$ cat src/rtl/latch_bank_arbiter.sv
// Round-robin write arbiter for a shared bank of level-sensitive D latches.
// Sequences setup/enable/hold around each write and checks the readback.
module latch_bank_arbiter #(
   parameter int WIDTH     = 8,
   parameter int EN_CYCLES = 1
) (
   input  logic               clk,
   input  logic               reset,
   input  logic [3:0]         req,
   input  logic [4*WIDTH-1:0] data_in,
   input  logic [WIDTH-1:0]   latch_q,
   output logic [WIDTH-1:0]   latch_d,
   output logic               latch_en,
   output logic [3:0]         grant,
   output logic [3:0]         ack,
   output logic               busy,
   output logic               err
);

   typedef enum logic [1:0] {IDLE, SETUP, ENABLE, HOLD} state_t;

   localparam logic [3:0] EN_LOAD = 4'(EN_CYCLES - 1);

   state_t           state, stateNext;
   logic [1:0]       lastGrant, lastGrantNext;
   logic [1:0]       winner;
   logic             winnerFound;
   logic [3:0]       enCount, enCountNext;
   logic [WIDTH-1:0] dataReg, dataRegNext;
   logic [WIDTH-1:0] slot [4];
   logic [3:0]       grantNext, ackNext;
   logic             latchEnNext, busyNext, errNext;

   always_comb begin
      for (int i = 0; i < 4; i++) begin
         slot[i] = data_in[i*WIDTH +: WIDTH];
      end
   end

   // Walk offsets from farthest to nearest so the requester just after lastGrant wins.
   always_comb begin
      logic [1:0] cand;
      winner      = lastGrant;
      winnerFound = 1'b0;
      cand        = lastGrant;
      for (int i = 4; i >= 1; i--) begin
         cand = lastGrant + 2'(i);
         if (req[cand]) begin
            winner      = cand;
            winnerFound = 1'b1;
         end
      end
   end

   always_comb begin
      stateNext     = state;
      lastGrantNext = lastGrant;
      enCountNext   = enCount;
      dataRegNext   = dataReg;
      grantNext     = grant;
      ackNext       = 4'b0000;
      latchEnNext   = 1'b0;
      busyNext      = busy;
      errNext       = err;
      case (state)
         IDLE: begin
            if (winnerFound) begin
               stateNext     = SETUP;
               lastGrantNext = winner;
               dataRegNext   = slot[winner];
               grantNext     = 4'b0001 << winner;
               busyNext      = 1'b1;
            end
         end
         SETUP: begin
            stateNext   = ENABLE;
            enCountNext = EN_LOAD;
            latchEnNext = 1'b1;
         end
         // Enable stays high while the counter drains; ack is raised on entry to HOLD.
         ENABLE: begin
            if (enCount == 4'd0) begin
               stateNext = HOLD;
               ackNext   = grant;
            end else begin
               enCountNext = enCount - 4'd1;
               latchEnNext = 1'b1;
            end
         end
         HOLD: begin
            if (latch_q != dataReg) begin
               errNext = 1'b1;
            end
            grantNext = 4'b0000;
            busyNext  = 1'b0;
            stateNext = IDLE;
         end
         default: begin
            stateNext = IDLE;
         end
      endcase
   end

   always_ff @(posedge clk) begin
      if (reset) begin
         state     <= IDLE;
         lastGrant <= 2'd3;
         enCount   <= 4'd0;
         dataReg   <= '0;
         grant     <= 4'b0000;
         ack       <= 4'b0000;
         latch_en  <= 1'b0;
         busy      <= 1'b0;
         err       <= 1'b0;
      end else begin
         state     <= stateNext;
         lastGrant <= lastGrantNext;
         enCount   <= enCountNext;
         dataReg   <= dataRegNext;
         grant     <= grantNext;
         ack       <= ackNext;
         latch_en  <= latchEnNext;
         busy      <= busyNext;
         err       <= errNext;
      end
   end

   assign latch_d = dataReg;

endmodule
$ cat config.mk
export PLATFORM = sky130hd
export DESIGN_NAME = latch_bank_arbiter
export DESIGN_NICKNAME = d
export VERILOG_FILES = /design/src/rtl/latch_bank_arbiter.sv
export SDC_FILE = /design/constraint.sdc
export NUM_CORES = 1
export LEC_CHECK = 0
export CAP_MARGIN = 0
export CORE_ASPECT_RATIO = 1.2
export CORE_MARGIN = 5
export CORE_UTILIZATION = 45
export CTS_BUF_LIST = sky130_fd_sc_hd__clkbuf_4
export DETAILED_ROUTE_END_ITERATION = 8
export PLACE_DENSITY = 0.87
export SETUP_SLACK_MARGIN = 0.05
export SLEW_MARGIN = 25
export SYNTH_ARGS = -nofsm -noshare
export SYNTH_HDL_FRONTEND = slang
export SYNTH_SLANG_ARGS = --single-unit
$ cat constraint.sdc
create_clock -name clk -period 2.85 [get_ports clk]
set_input_delay 0.57 -clock clk [delete_from_list [all_inputs] [get_ports clk]]
set_output_delay 0.57 -clock clk [all_outputs]
set_load 0.1 [all_outputs]
==> flow_summary.yaml <==
finish:
  diodes: 0
  layout_common_cells: "clkdlybuf4s50_1, dfxtp_1, buf_4, nor2_1"
  area_growth_pct: 44.8
  stdcell_count: 265
  nFillCells: 291
  fin_nets: 282
  seqCellArea_um2: 541
  multi_input_area_um2: 928
  layout_commonest_cell: "clkdlybuf4s50_1"
  fin_area_um2: 2190
  drive_gt1_share_pct: 16.2
synthesis:
  yosys_warnings: 0
  synthCells: 163
  ys_types: 36
  ys_ff_latch: 27
  synth_ff_type: "dfxtp_1"
  async_reset_ff_share_pct: 0
  synth_edf_count: 0
  syn_nets: 216
  syn_area_um2: 1510
  synth-seq-area-share_pct: 35.8
  avgSynthCellArea_um2: 9.27
critical_path:
  rrSetupSlack_ps: 870
  timing.rr.start: "lastGrant[0]$_SDFFE_PP1P_"
  crit_chain: "clkdlybuf4s50_1, or2b_2, a21boi_4, nor3_2, mux2i_1, a211oi_1"
  crit_required_ps: 3090
  cpMaxStageDelayCell: "nor3_2"
  endpoint_kind: "flop"
  cp.arrival_ps: 2590
  cp-start-kind: "input port"
  critPathMaxStageDelay_ps: 800
  rr_endpoint: "latch_d[3]$_SDFFE_PP0P_"
  r2r.worst_path.cells: 5
  critPathMaxFanout: 10
  critical_path_class: "in2reg"
sta:
  slew_headroom_pct: 33.6
  fin_hold_ws_ps: 494
  finalWorstSetupSlack_ps: 505
  finalHoldViolCount: 0
  fin_skew_ps: 6.02
  maxSlewViolCount: 0
  fin_setup_tns_ps: 0
  rsz0062_at_grt: "false"
  max_freq_ghz: 0.426
  layout_min_cycle_time_ps: 2350
  period_share_pct: 82.3
  worst_pin_slew_ps: 990
  finalSetupViolations: 0
clocking:
  post_cts_resized: 0
  cts.sinks: 27
  clk_transition_reported_paths_ps: 150
  root_buffer: "clkbuf_4"
  cts_tree: "done"
  clk_path_buf_depth: 2
  hold_buffers: 0
  cts_made_buffers: 3
  cts_setup_buffers: 0
  clock_latency_ps: 320
  htree_levels: 1
job:
  cap_viol_max_count: 0
grt:
  grt_pass1_vias: 1413
  grt_usage_pct: 18.0
  grt_max_degree: 17
  grt.overflow.total: 0
  grt_pass1_wl_um: 6810
  antenna_found_initial: 0
floorplan:
  pin_count: 65
  die_w_um: 62.9
  start_util_pct: 46.1
  core_um2: 3280
  die_area_um2: 4620
  dieHeight_um: 73.5
  std_cell_rows: 23
place:
  place_inst: 261
  portBuffers: 64
  place_ws_ps: 159
  gp_congestion: 0.825
  hpwl_um: 3210
  placed_area_um2: 2160
hold_path:
  min_to: "grant[0]$_SDFFE_PP0P_"
  worstHoldStart: "grant[0]$_SDFFE_PP0P_"
  hp-class: "reg2reg"
  min_path_cells: 2
pwr:
  seqPwrFrac_pct: 27.6
  power_per_cell_area_nw_per_um2: 932
  p_int_mw: 0.927
  comb_power_share_pct: 64.2
  max-vdd-ir-drop_uv: 711
  net-switching-power_mw: 1.11
  clock_power_share_pct: 8.2
  swShare_pct: 54.5
  leakage_nw: 0.883
route:
  drtIter0Drc: 71
  wl_per_cell_um: 15.1
  vias_per_cell: 5.58
  drc: 0
  ant_nets: 0
  wl_um: 4000
  drt-pass1-iter-count: 4
  vias: 1480
run_status:
  status: "finished clean"
## layer usage
layer	GRT usage [%]	vias to the layer above	wire length (um)
met5	0	-	0
met4	8.25	0	98
met3	2.45	8	260
met2	29.4	58	1900
met1	23.6	675	1740
li1	-	739	-
## registers in the layout (all words and copies together), names as in the netlist
signal,cells
enCount,4
grant,4
latch_en,1
busy,1
lastGrant,2
state,2
latch_d,8
ack,4
err,1
## worst max-delay path: cells and delay by family
kind / cells / cell delay, ps
muxes: 1 / 170
and+or+nand+nor: 2 / 950
buffers and inverters: 1 / 520
AOI/OAI and AO/OA: 2 / 380
## worst max path at each step
| stage | from | to | slack (ps) |
|---|---|---|---|
| 6_report | req[0] | latch_d[3]$_SDFFE_PP0P_ | 500 |
| 5_1_grt | req[0] | latch_d[3]$_SDFFE_PP0P_ | 380 |
| 4_1_cts | req[0] | latch_d[3]$_SDFFE_PP0P_ | 510 |
| 2_1_floorplan | req[3] | latch_d[0]$_SDFFE_PP0P_ | 950 |
| 3_5_place_dp | req[0] | latch_d[3]$_SDFFE_PP0P_ | 160 |
| 3_3_place_gp | req[0] | latch_d[0]$_SDFFE_PP0P_ | 220 |
## Yosys cell counts (2+ instances only)
library cell  instances  share of area, %
a32oi_1               2               1.2
a211oi_1              8               4.0
or2b_2                2               1.2
nor2_1               10               2.5
a211o_1               2               1.2
buf_2                 2              0.66
clkbuf_1              6               1.5
o21ai_0               2              0.66
nor4_1                4               1.7
a21oi_1               7               2.3
and2_1                5               2.1
nor3b_1               2              0.99
dfxtp_1              27                36
nand3_1               3              0.99
o21bai_1              8               4.0
nor3_1                3              0.99
xor2_1                9               5.2
nand2_1               7               1.7
a2111oi_0             8               4.6
ha_1                  7               5.8
nor4b_1               8               4.6
nor2b_1               2              0.83
a31oi_1               2              0.83
nand2b_1              3               1.2
or2_2                 2              0.83
mux2i_1               9               6.0
inv_1                 4              0.99
## kinds of logic after synthesis
kind of cell / after synthesis / synth area share, %
flops: 27 / 35.8
compound gates: 42 / 21.1
buf+inv: 12 / 3.15
simple gates: 56 / 22.4
xor+xnor: 10 / 5.80
mux: 9 / 5.96
fa+ha+maj: 7 / 5.79
## area by class of cell
type                    count  area share (%)
inverters                   4           0.686
repair buffers             69            28.8
multi-input cells         124            42.4
clock inverters             1           0.229
well taps                  37            2.12
flip-flops and latches     27            24.7
clock buffers               3            1.03
## power groups by stage
| stage | Clock (mW) | Sequential [mW] | Combinational (mW) |
|---|---|---|---|
| 6_report | 0.167 | 0.562 | 1.31 |
| 5_1_grt | 0.189 | 0.580 | 1.40 |
| 4_1_cts | 0.173 | 0.564 | 1.31 |
| 3_5_place_dp | 0 | 0.573 | 1.31 |
| 3_3_place_gp | 0 | 0.569 | 1.30 |
| 2_1_floorplan | 0 | 1.09 | 0.456 |
## through the flow
step / total power, mW / utilization [%]
after CTS: 2.05 / 66.7
after floorplan: 1.55 / -
final: 2.04 / 66.7
after global routing: 2.17 / 66.7
after global placement: 1.87 / 65.9
after detailed placement: 1.88 / 65.9
Power figures use the tool's default switching activity.
==> RTL edit: new RTL, same flow settings <==
Set the parameter `EN_CYCLES` to 0 (it was 1).
--- a/src/rtl/latch_bank_arbiter.sv
+++ b/src/rtl/latch_bank_arbiter.sv
@@ -2,7 +2,7 @@
 // Sequences setup/enable/hold around each write and checks the readback.
 module latch_bank_arbiter #(
    parameter int WIDTH     = 8,
-   parameter int EN_CYCLES = 1
+   parameter int EN_CYCLES = 0
 ) (
    input  logic               clk,
    input  logic               reset,
Check against the original RTL: not equivalent (Yosys sat finds a counterexample within 4 cycles, from zero or initial values and one cycle with reset high).
==> RTL edit against the unedited design <==
- final area fell by 0.74%
- total power rose by 21%
- maximum frequency rose by 0.62%
- clock skew rose by 1.1 ps
- setup slack improved by 14 ps
- sequential power rose by 17%
- sequential cell count did not move
- non-clock buffer count fell by 1
- critical path depth did not move
- routed wire length rose by 6.7%
- area after synthesis fell by 0.75%
- largest cell class unchanged
==> RTL edit: results <==
set metrics [dict create \
    power_per_cell_area_nw_per_um2 1137 \
    met3_wirelength_um 180 \
    synth.mux.area_fraction_pct 5.338 \
    grt_pass1_wl_mm 7.072 \
    multi_input_comb_area_um2 909.6 \
    p_leak_uw 0.0008740 \
    count_of_routing_violations_after_the_opening_detailed_route_iteration 48 \
    synth_xor_area_share_pct 5.254 \
    detail_route.vias_per_cell 5.657 \
    grt_use_met1_pct 24.62 \
    dr_wl_met2_mm 2.188 \
    globalRouteMet2Util_pct 32.95 \
    fillCellCount 276 \
    fin_skew_ps 7.105 \
    synth_fa_ha_area_share_pct 5.004 \
    multi_input_comb_cells 123 \
    finalWeightedCongestion 0.8031 \
    first_global_vias 1423 \
    synth.avg_cell_area_um2 9.147 \
    ys_seq_area_share_pct 36.03 \
    fin_nets 281 \
    run_status "completed" \
    maximum_resistive_drop_on_vdd_mv 0.9899 \
    use_met3_pct 2.599 \
    post_synthesis_compound_gate_area_fraction_pct 23.60 \
    inverters_excl_clock 6 \
    synth_top_cells_by_area "sky130_fd_sc_hd__dfxtp_1, sky130_fd_sc_hd__mux2i_1, sky130_fd_sc_hd__a211oi_1" \
    globalRouteTotalUtil_pct 18.83 \
    timing_worst_slew_pin_value_ps 951.6 \
]
RTL edit: changes by cell type in the layout (fill, tap and decap cells not counted), sizes merged, moves of 2 or more:
cell and change:
a211oi +2, a21oi +2, inv +2, nand2 +2, nand3 -2
RTL edit: final timing paths:
path,end,start
max,latch_d[3],req[0]
min,grant[1],grant[1]
max reg2reg,latch_d[3],lastGrant[0]
min reg2reg,grant[1],grant[1]
RTL edit: critical path, cell delays in order:
cell and delay (ps):
sky130_fd_sc_hd__clkdlybuf4s50_1 510, sky130_fd_sc_hd__or2b_2 160, sky130_fd_sc_hd__a21boi_4 90, sky130_fd_sc_hd__nor3_2 770, sky130_fd_sc_hd__mux2i_1 200, sky130_fd_sc_hd__a211oi_1 270
RTL edit: report_power, final:
group | switching, uW | internal, uW | total, uW
registers | 139 | 521 | 660
clock network | 120 | 53.6 | 174
logic | 1140 | 500 | 1640
